===== src/rtl/ascon_state_select_reg_if.sv =====
// Bus between the ASCON control FSM and the state-select register.
// The master drives candidate states and load/inject controls; the slave
// returns the registered state and its status flags.
interface ascon_state_select_reg_if #(
    parameter int NB_SRC   = 4,
    parameter int NB_WORDS = 5,
    parameter int WORD_W   = 64,
    parameter int CNT_W    = 8
) ();
    localparam int ST_W   = NB_WORDS * WORD_W;
    localparam int SEL_W  = (NB_SRC > 1) ? $clog2(NB_SRC) : 1;
    localparam int WSEL_W = (NB_WORDS > 1) ? $clog2(NB_WORDS) : 1;

    logic [NB_SRC*ST_W-1:0] src_i;
    logic [SEL_W-1:0]       sel_i;
    logic                   load_i;
    logic                   clear_i;
    logic                   inj_en_i;
    logic [WSEL_W-1:0]      inj_word_i;
    logic [WORD_W-1:0]      inj_data_i;
    logic [ST_W-1:0]        state_o;
    logic                   state_valid_o;
    logic                   sel_err_o;
    logic [CNT_W-1:0]       load_cnt_o;

    modport master (
        output src_i, sel_i, load_i, clear_i, inj_en_i, inj_word_i, inj_data_i,
        input  state_o, state_valid_o, sel_err_o, load_cnt_o
    );

    modport slave (
        input  src_i, sel_i, load_i, clear_i, inj_en_i, inj_word_i, inj_data_i,
        output state_o, state_valid_o, sel_err_o, load_cnt_o
    );
endinterface


===== src/rtl/ascon_state_select_reg.sv =====
// N-source ASCON state selector fused with the state register.
// Selects one candidate state, optionally XORs one data word into it, and
// registers the result. Tracks validity, counts accepted loads (saturating)
// and raises a sticky flag on out-of-range source or word indices.
module ascon_state_select_reg #(
    parameter int NB_SRC   = 4,
    parameter int NB_WORDS = 5,
    parameter int WORD_W   = 64,
    parameter int CNT_W    = 8
) (
    input  logic                   clock_i,
    input  logic                   resetb_i,
    ascon_state_select_reg_if.slave bus
);
    localparam int ST_W    = NB_WORDS * WORD_W;
    localparam int SEL_W   = (NB_SRC > 1) ? $clog2(NB_SRC) : 1;
    localparam int WSEL_W  = (NB_WORDS > 1) ? $clog2(NB_WORDS) : 1;
    localparam int SEL_PW  = SEL_W + 1;
    localparam int WSEL_PW = WSEL_W + 1;
    // Limits carry one extra bit so a power-of-2 count is representable.
    localparam logic [SEL_PW-1:0]  SRC_LIM  = SEL_PW'(NB_SRC);
    localparam logic [WSEL_PW-1:0] WORD_LIM = WSEL_PW'(NB_WORDS);

    typedef enum logic {EMPTY = 1'b0, VALID = 1'b1} fsm_t;

    fsm_t              fsm_p1, fsm_d;
    logic [ST_W-1:0]   state_p1, state_d;
    logic              sel_err_p1, sel_err_d;
    logic [CNT_W-1:0]  cnt_p1, cnt_d;
    logic [ST_W-1:0]   cand_p0;
    logic              sel_ok_p0;
    logic              inj_ok_p0;

    function automatic logic [CNT_W-1:0] sat_inc(input logic [CNT_W-1:0] c);
        return (c == {CNT_W{1'b1}}) ? c : c + 1'b1;
    endfunction

    function automatic logic [ST_W-1:0] inject(input logic [ST_W-1:0]   st,
                                               input logic [WSEL_W-1:0] idx,
                                               input logic [WORD_W-1:0] data);
        logic [ST_W-1:0] r;
        r = st;
        for (int w = 0; w < NB_WORDS; w++) begin
            if (idx == WSEL_W'(w)) begin
                r[w*WORD_W +: WORD_W] = st[w*WORD_W +: WORD_W] ^ data;
            end
        end
        return r;
    endfunction

    // Stage p0: index checks, source mux and optional word injection.
    always_comb begin
        sel_ok_p0 = ({1'b0, bus.sel_i} < SRC_LIM);
        inj_ok_p0 = ({1'b0, bus.inj_word_i} < WORD_LIM);
        cand_p0   = '0;
        for (int s = 0; s < NB_SRC; s++) begin
            if (bus.sel_i == SEL_W'(s)) begin
                cand_p0 = bus.src_i[s*ST_W +: ST_W];
            end
        end
        if (bus.inj_en_i && inj_ok_p0) begin
            cand_p0 = inject(cand_p0, bus.inj_word_i, bus.inj_data_i);
        end
    end

    // Next-state logic: clear beats load; an illegal source blocks the capture.
    always_comb begin
        fsm_d     = fsm_p1;
        state_d   = state_p1;
        sel_err_d = sel_err_p1;
        cnt_d     = cnt_p1;
        if (bus.clear_i) begin
            fsm_d     = EMPTY;
            state_d   = '0;
            sel_err_d = 1'b0;
            cnt_d     = '0;
        end else if (bus.load_i) begin
            if (sel_ok_p0) begin
                fsm_d   = VALID;
                state_d = cand_p0;
                cnt_d   = sat_inc(cnt_p1);
                if (bus.inj_en_i && !inj_ok_p0) begin
                    sel_err_d = 1'b1;
                end
            end else begin
                sel_err_d = 1'b1;
            end
        end
    end

    // Stage p1: state register and status; reset discards any pending capture.
    always_ff @(posedge clock_i or negedge resetb_i) begin
        if (!resetb_i) begin
            fsm_p1     <= EMPTY;
            state_p1   <= '0;
            sel_err_p1 <= 1'b0;
            cnt_p1     <= '0;
        end else begin
            fsm_p1     <= fsm_d;
            state_p1   <= state_d;
            sel_err_p1 <= sel_err_d;
            cnt_p1     <= cnt_d;
        end
    end

    assign bus.state_o       = state_p1;
    assign bus.state_valid_o = (fsm_p1 == VALID);
    assign bus.sel_err_o     = sel_err_p1;
    assign bus.load_cnt_o    = cnt_p1;
endmodule


===== src/flat_wrapper.sv =====
// flat-port wrapper written by rule: the top's interface ports become plain ports
module ascon_state_select_reg_flat 
#(
    parameter int NB_SRC   = 4,
    parameter int NB_WORDS = 5,
    parameter int WORD_W   = 64,
    parameter int CNT_W    = 8
)
  (clock_i, resetb_i, bus_src_i, bus_sel_i, bus_load_i, bus_clear_i, bus_inj_en_i, bus_inj_word_i, bus_inj_data_i, bus_state_o, bus_state_valid_o, bus_sel_err_o, bus_load_cnt_o);
  ascon_state_select_reg_if #(.NB_SRC(NB_SRC), .NB_WORDS(NB_WORDS), .WORD_W(WORD_W), .CNT_W(CNT_W)) bus_i ();
  input  logic clock_i;
  input  logic resetb_i;
  input wire logic [$bits(bus_i.src_i)-1:0] bus_src_i;
  input wire logic [$bits(bus_i.sel_i)-1:0] bus_sel_i;
  input wire logic [$bits(bus_i.load_i)-1:0] bus_load_i;
  input wire logic [$bits(bus_i.clear_i)-1:0] bus_clear_i;
  input wire logic [$bits(bus_i.inj_en_i)-1:0] bus_inj_en_i;
  input wire logic [$bits(bus_i.inj_word_i)-1:0] bus_inj_word_i;
  input wire logic [$bits(bus_i.inj_data_i)-1:0] bus_inj_data_i;
  output wire logic [$bits(bus_i.state_o)-1:0] bus_state_o;
  output wire logic [$bits(bus_i.state_valid_o)-1:0] bus_state_valid_o;
  output wire logic [$bits(bus_i.sel_err_o)-1:0] bus_sel_err_o;
  output wire logic [$bits(bus_i.load_cnt_o)-1:0] bus_load_cnt_o;
  assign bus_i.src_i = bus_src_i;
  assign bus_i.sel_i = bus_sel_i;
  assign bus_i.load_i = bus_load_i;
  assign bus_i.clear_i = bus_clear_i;
  assign bus_i.inj_en_i = bus_inj_en_i;
  assign bus_i.inj_word_i = bus_inj_word_i;
  assign bus_i.inj_data_i = bus_inj_data_i;
  assign bus_state_o = bus_i.state_o;
  assign bus_state_valid_o = bus_i.state_valid_o;
  assign bus_sel_err_o = bus_i.sel_err_o;
  assign bus_load_cnt_o = bus_i.load_cnt_o;
  ascon_state_select_reg #(.NB_SRC(NB_SRC), .NB_WORDS(NB_WORDS), .WORD_W(WORD_W), .CNT_W(CNT_W)) u_core (.clock_i(clock_i), .resetb_i(resetb_i), .bus(bus_i));
endmodule

===== config.mk =====
export PLATFORM = sky130hd
export DESIGN_NAME = ascon_state_select_reg_flat
export DESIGN_NICKNAME = d
export VERILOG_FILES = /design/src/rtl/ascon_state_select_reg_if.sv /design/src/rtl/ascon_state_select_reg.sv /design/src/flat_wrapper.sv
export SDC_FILE = /design/constraint.sdc
export NUM_CORES = 1
export LEC_CHECK = 0
export BUFFER_PORTS_ARGS = -buffer_cell sky130_fd_sc_hd__clkbuf_2
export CORE_AREA = 2 2 659 661
export CTS_CLUSTER_DIAMETER = 60
export DETAILED_ROUTE_END_ITERATION = 12
export DIE_AREA = 0 0 661 663
export PLACE_DENSITY_LB_ADDON = 0.2
export SYNTH_ARGS = -nofsm -noshare
export SYNTH_HDL_FRONTEND = slang
export SYNTH_SLANG_ARGS = --single-unit

===== constraint.sdc =====
create_clock -name clock_i -period 1.71 [get_ports clock_i]
set_input_delay 0.171 -clock clock_i [delete_from_list [all_inputs] [get_ports clock_i]]
set_output_delay 0.171 -clock clock_i [all_outputs]
set_load 0.01 [all_outputs]

==> out/results.tsv, run 1 <==
metric	value	unit
run_status	finished clean	
multi_input_area	15200	sq um
cts_inserted_buffers	87	
skew	0.00875	ns
required	2.44	ns
final.setup.tns	0	ns
finalHoldViolCount	0	
cts_sinks	330	
cts_tree	done	
ys_warn_count	0	
die_x	661	um
vias_per_cell	3.00	
crit_chain	clkbuf_2 > nor4bb_4 > buf_12 > buf_12 > buf_4 > nand2_1 > xor2_1 > a211oi_1 > dlygate4sd3_1	
netSwitchingFraction	34.4	%
nets	6186	
routed_wl	350	mm
stdcell_count	10700	
antenna_found_initial	244	
drv_slew	0	
setup_viol_count_final	0	
power	39.2	mW
synth_nets	3547	
clk_pin_slew	0.05	ns
clock_latency	0.80	ns
combPwrFrac	31.8	%
worstHoldPathType	in2reg	
tightest_slew	0.726	ns
htreeDepth	3	
syn_inst	2192	
clkPwrFrac	45.1	%
numPortBuffers	1683	
area.growth.synth_to_final	119	%
firstDrtPassIters	5	
post-route-period-util	99.3	%
avgSynthCellArea	11.3	sq um
grt_max_degree	53	
critPathLaunchType	input pin	
final_util	12.5	%
cp-end-kind	flip-flop	
cp_slowest_stage_delay	0.59	ns
maxCapViolCount	0	
syn-cell-area	24800	sq um
dieArea	438000	sq um
p_int	25.7	mW
slew_headroom	51.6	%
drc	0	
ff_latch_area	8330	sq um
gr-usage-all-layers	15.5	%
power_frac_seq	23.1	%
p_per_area	723	nW/um^2
cp_max_fo	9	
rsz0062_at_grt	yes	
fmax	589	MHz
ys_seq_elements	330	
synth_cell_type_count	30	
die_h	663	um
dp.cells	9659	
start_util	5.73	%
vias	32100	
setup_ws	0.0126	ns
core	432000	sq um
grt-ovfl-total	0	
slowest_stage	dlygate4sd3_1	
critPathArrivalTime	2.43	ns
clock_path_buffers	4	
rr_worst_depth	7	
ant_nets	0	
ir_worst_vdd	0.000662	V
grt_pass1_vias	34200	
ios	1684	
fill_cells	49400	
fp-row-count	242	
p_leak	22.2	nW
place_congestion	0.955	
dpl_worst_slack	-0.610	ns
grt_first_pass_wirelength	429	mm
cpMostUsedCell	buf_12	
ys_seq_area_share	33.4	%
power_switching	13.5	mW
final_layout_size_suffix_gt1_share	50.9	%
post-route-min-period	1.70	ns
routedWlPerCell	32.7	um
cts-root-buf	clkbuf_16	
holdPathStages	4	
path_class	in2reg	
drt-initial-drc-count	1939	
dpl.hpwl	314	mm
## final cells by class
| class | count | area share, % |
|---|---|---|
| tap | 5734 | 13.2 |
| sequential | 330 | 15.4 |
| multi-input combinational | 1642 | 28.0 |
| antenna | 66 | 0.305 |
| clock inverter | 35 | 0.854 |
| clock buffer | 118 | 4.60 |
| inverter | 4 | 0.0277 |
| timing repair buffer | 2766 | 37.7 |
## stage by stage
step                      hold slack, ns  instance area (sq um)
after global routing              0.0265                  54200
after detailed placement          0.0614                  41800
after CTS                       0.000138                  53800
after global placement            0.0636                  41800
final                             0.0628                  54200
after floorplan                   -0.125                  24800
## layout by cell type, fill, tap and decap left out, drive strengths merged, types with 17 or more instances in the layout
cell	instances
a211oi	322
xor2	320
dfrtp	330
clkinv	17
buf	320
mux4	320
clkbuf	1767
nor2	327
dlygate4sd3	797
nand2	320
diode	66
## flip-flops by register name, indices dropped and copies added (netlist names)
| signal | flops |
|---|---|
| u_core.bus.load_cnt_o | 8 |
| u_core.bus.state_o | 320 |
| u_core.bus.state_valid_o | 1 |
| u_core.bus.sel_err_o | 1 |
## power groups by stage
| stage | combinational (mW) | sequential, mW | clock (mW) |
|---|---|---|---|
| 3_3_place_gp | 10.6 | 9.14 | 0 |
| 2_1_floorplan | 3.51 | 9.16 | 0 |
| 3_5_place_dp | 10.6 | 9.14 | 0 |
| 6_report | 12.5 | 9.05 | 17.7 |
| 4_1_cts | 12.8 | 9.07 | 18.4 |
| 5_1_grt | 13.3 | 9.12 | 18.6 |
## cells in the mapped netlist
library cell / n / area, sq um
buf_6: 1 / 11.3
a211oi_2: 1 / 12.5
nor4b_1: 1 / 8.76
ha_1: 1 / 12.5
buf_1: 27 / 101
mux2_2: 1 / 11.3
dfrtp_1: 330 / 8260
mux4_2: 320 / 7210
a21o_1: 1 / 7.51
nor3b_1: 1 / 7.51
nand3_1: 4 / 20.0
mux2i_1: 1 / 10.0
o2111ai_1: 1 / 8.76
and3_1: 3 / 18.8
xor2_1: 320 / 2800
nor3_1: 2 / 10.0
a211oi_1: 321 / 2410
buf_2: 24 / 120
and4b_1: 1 / 10.0
nand4_1: 4 / 25.0
clkbuf_1: 131 / 492
nor2b_1: 1 / 6.26
nor2_1: 327 / 1230
xnor2_1: 2 / 17.5
a31oi_1: 1 / 6.26
a21oi_1: 5 / 25.0
nor4bb_1: 3 / 30.0
nand2_1: 320 / 1200
inv_1: 4 / 15.0
buf_12: 33 / 661
## logic make-up after synthesis
kind of cell | Yosys count | share of synthesized area (%)
xor gates and xnor gates | 322 | 11.4
AOI/OAI and AO/OA | 330 | 9.98
muxes | 322 | 29.2
DFF | 330 | 33.4
adders and majority gates | 1 | 0.0505
buffers and inverters | 220 | 5.66
and+or+nand+nor | 667 | 10.4
## layer usage
layer | track usage [%] | vias up | part of all wire [%]
met3 | 7.35 | 515 | 11
met4 | 3.31 | 92 | 2.6
met2 | 26.7 | 1633 | 48
met5 | 0 | - | 0.18
met1 | 17.1 | 16300 | 38
li1 | - | 13600 | -
## critical path: cells and delay by family
family                 cells  cell delay, ns
buffers and inverters      5            1.33
AND/OR/NAND/NOR            2            0.44
AO/OA/AOI/OAI              1            0.26
XOR/XNOR                   1            0.15
## repair_timing
item	in CTS	in global routing
hold endpoints to repair	635	0
endpoints found under the setup margin	178	53
pin swaps	0	2
hold buffers	797	0
resized for setup	305	45
buffers inserted	13	9
gates cloned	0	1
## path summary, 6_finish.rpt
path	startpoint	endpoint	slack, ns
max in group asynchronous	resetb_i	u_core.bus.state_o[167]	0.05
min reg2reg	u_core.bus.state_valid_o	u_core.bus.state_valid_o	0.49
min in group asynchronous	resetb_i	u_core.bus.state_o[92]	0.63
max	bus_inj_word_i[0]	u_core.bus.state_o[104]	0.01
max reg2reg	u_core.bus.load_cnt_o[0]	u_core.bus.load_cnt_o[5]	0.04
min	bus_src_i[90]	u_core.bus.state_o[90]	0.06
Power figures use the tool's default switching activity.
==> inputs of run 2 (changes only) <==
- SETUP_SLACK_MARGIN: not set -> 0.5
==> run 2 against run 1 <==
Effect of this change: sequential share of layout area down 0.94 points; via count up 2.1%; largest cell class unchanged; utilization is 0.85 points higher.
==> out/results.tsv, run 2 (synthesis results as in run 1) <==
metric	value	unit	change
run_status	finished clean		unchanged
ios	1684		unchanged
clock_path_buffers	4		unchanged
grt_util_met3	7.63	%	was 7.35%
p_per_area	687	nW/um^2	was 723 nW/um^2
power_switching	13.5	mW	about the same
rsz0062_at_grt	yes		unchanged
clock_latency	0.77	ns	was 0.80 ns
cts-root-buf	clkbuf_16		unchanged
antenna_found_initial	235		was 244
place_area	41900	sq um	was 41800 sq um
p_int	26.3	mW	was 25.7 mW
grt_first_pass_wirelength	412	mm	was 429 mm
cp-end-kind	output pin		was flip-flop
gr-usage-all-layers	14.8	%	was 15.5%
die_x	661	um	unchanged
dpl.hpwl	300	mm	was 314 mm
cts_sinks	330		unchanged
routed_wl	340	mm	was 350 mm
htreeDepth	3		unchanged
netSwitchingFraction	34.0	%	was 34.4%
top_usage_layer	met2		unchanged
required	1.54	ns	was 2.44 ns
ir_worst_vdd	0.000672	V	was 0.000662 V
ant_nets	0		unchanged
grt_max_degree	59		was 53
hold_slack	0.0374	ns	was 0.0628 ns
grtUsageMet1	16.4	%	was 17.1%
use_met2	24.8	%	was 26.7%
fmax	608	MHz	was 589 MHz
dpl_worst_slack	-0.647	ns	was -0.610 ns
core	432000	sq um	unchanged
cts_tree	done		unchanged
final_util	13.4	%	was 12.5%
path_class	reg2out		was in2reg
setup_ws	0.0651	ns	was 0.0126 ns
dp.cells	9669		was 9659
routedWlPerCell	31.4	um	was 32.7 um
vias_per_cell	3.02		was 3.00
start_util	5.73	%	unchanged
grt_pass1_vias	34700		was 34200
place_congestion	0.944		was 0.955
worstHoldPathType	in2reg		unchanged
slowest_stage	dfrtp_2		was dlygate4sd3_1
setup_viol_count_final	0		unchanged
power_frac_seq	23.1	%	about the same
path_buf_inv	1		was 5
drv_slew	0		unchanged
clkPwrFrac	42.8	%	was 45.1%
finalHoldViolCount	0		unchanged
drt-initial-drc-count	2142		was 1939
p_leak	23.6	nW	was 22.2 nW
area.growth.synth_to_final	134	%	was 119%
fp-row-count	242		unchanged
drc	0		unchanged
critPathLaunchType	flip-flop		was input pin
cp_slowest_stage_delay	0.49	ns	was 0.59 ns
final.setup.tns	0	ns	unchanged
tightest_slew	0.779	ns	was 0.726 ns
stdcell_count	10800		was 10700
die_h	663	um	unchanged
crit_family	flip-flops		was buffers and inverters
cp_max_fo	2		was 9
grt-ovfl-total	0		unchanged
cts_inserted_buffers	83		was 87
firstDrtPassIters	5		unchanged
combPwrFrac	34.0	%	was 31.8%
slew_headroom	48.0	%	was 51.6%
fill_cells	49200		was 49400
mostFrequentLayoutCells	1382 x clkbuf_2, 783 x dlygate4sd3_1, 352 x buf_4		was 1507 x clkbuf_2, 797 x dlygate4sd3_1, 327 x nor2_1
fin_area	57900	sq um	was 54200 sq um
largest_reg_flops	320		unchanged
nets	6349		was 6186
vias	32700		was 32100
critPathArrivalTime	1.47	ns	was 2.43 ns
post-route-min-period	1.64	ns	was 1.70 ns
dieArea	438000	sq um	unchanged
final_common_cell	clkbuf_2		unchanged
maxCapViolCount	0		unchanged
post-route-period-util	96.2	%	was 99.3%
final_layout_size_suffix_gt1_share	53.6	%	was 50.9%
numPortBuffers	1683		unchanged
power	39.8	mW	was 39.2 mW
skew	0.0108	ns	was 0.00875 ns
clk_pin_slew	0.05	ns	about the same
crit_chain	buf_6		was clkbuf_2 > nor4bb_4 > buf_12 > buf_12 > buf_4 > nand2_1 > xor2_1 > a211oi_1 > dlygate4sd3_1
==> run 2: cell count changes in the layout (fill, tap and decap cells not counted), moves of 17 or more <==
cell | before | now
buf_8 | 23 | 209
buf_4 | 222 | 352
clkbuf_2 | 1507 | 1382
clkbuf_4 | 77 | 0
buf_6 | 9 | 67
clkbuf_8 | 77 | 36
clkbuf_16 | 93 | 116
dfrtp_1 | 275 | 258
dfrtp_2 | 55 | 72
==> run 2: final timing paths <==
path / startpoint / end / slack (ns) / cells after the start
max in group asynchronous: resetb_i / u_core.bus.state_o[249] / 0.77 / 3
worst max register to register: u_core.bus.load_cnt_o[4] / u_core.bus.load_cnt_o[3] / 0.19 / 6
worst min-delay path: bus_src_i[809] / u_core.bus.state_o[169] / 0.04 / 4
worst min register to register: u_core.bus.state_valid_o / u_core.bus.state_valid_o / 0.49 / 2
worst max-delay path: u_core.bus.state_o[99] / bus_state_o[99] / 0.07 / 1
min in group asynchronous: resetb_i / u_core.bus.state_o[183] / 0.43 / 3
==> run 2: layer usage <==
metal,up-vias,wire length (um),part of all wire (%)
met5,-,801,0.24
met4,120,9930,2.9
met3,532,40200,12
met2,1756,160000,47
met1,16500,129000,38
li1,13800,-,-
==> run 2: cell type report <==
cell class | instances | area [sq um] | area share, %
multi-input cells | 1642 | 15400 | 26.6
diodes | 59 | 148 | 0.255
well taps | 5734 | 7170 | 12.4
clock buffers | 107 | 2330 | 4.02
flip-flops and latches | 330 | 8350 | 14.4
clock inverters | 39 | 504 | 0.871
inverters | 4 | 15.0 | 0.0259
repair buffers | 2933 | 24000 | 41.5
==> run 2: repair_timing <==
| action | 4_1_cts | 5_1_grt |
|---|---|---|
| hold endpoints to repair | 628 | 0 |
| cloned | 1 | 8 |
| setup endpoints to repair | 348 | 499 |
| resized for setup | 580 | 405 |
| pin swaps | 5 | 17 |
| hold buffers | 796 | 0 |
| buffers inserted | 119 | 50 |
==> run 2: power groups by stage <==
stage	Combinational, mW	Sequential, mW	Clock (mW)
3_5_place_dp	10.3	9.14	0
3_3_place_gp	10.3	9.14	0
2_1_floorplan	3.50	9.17	0
5_1_grt	14.3	9.27	17.9
6_report	13.5	9.20	17.0
4_1_cts	13.3	9.10	17.7
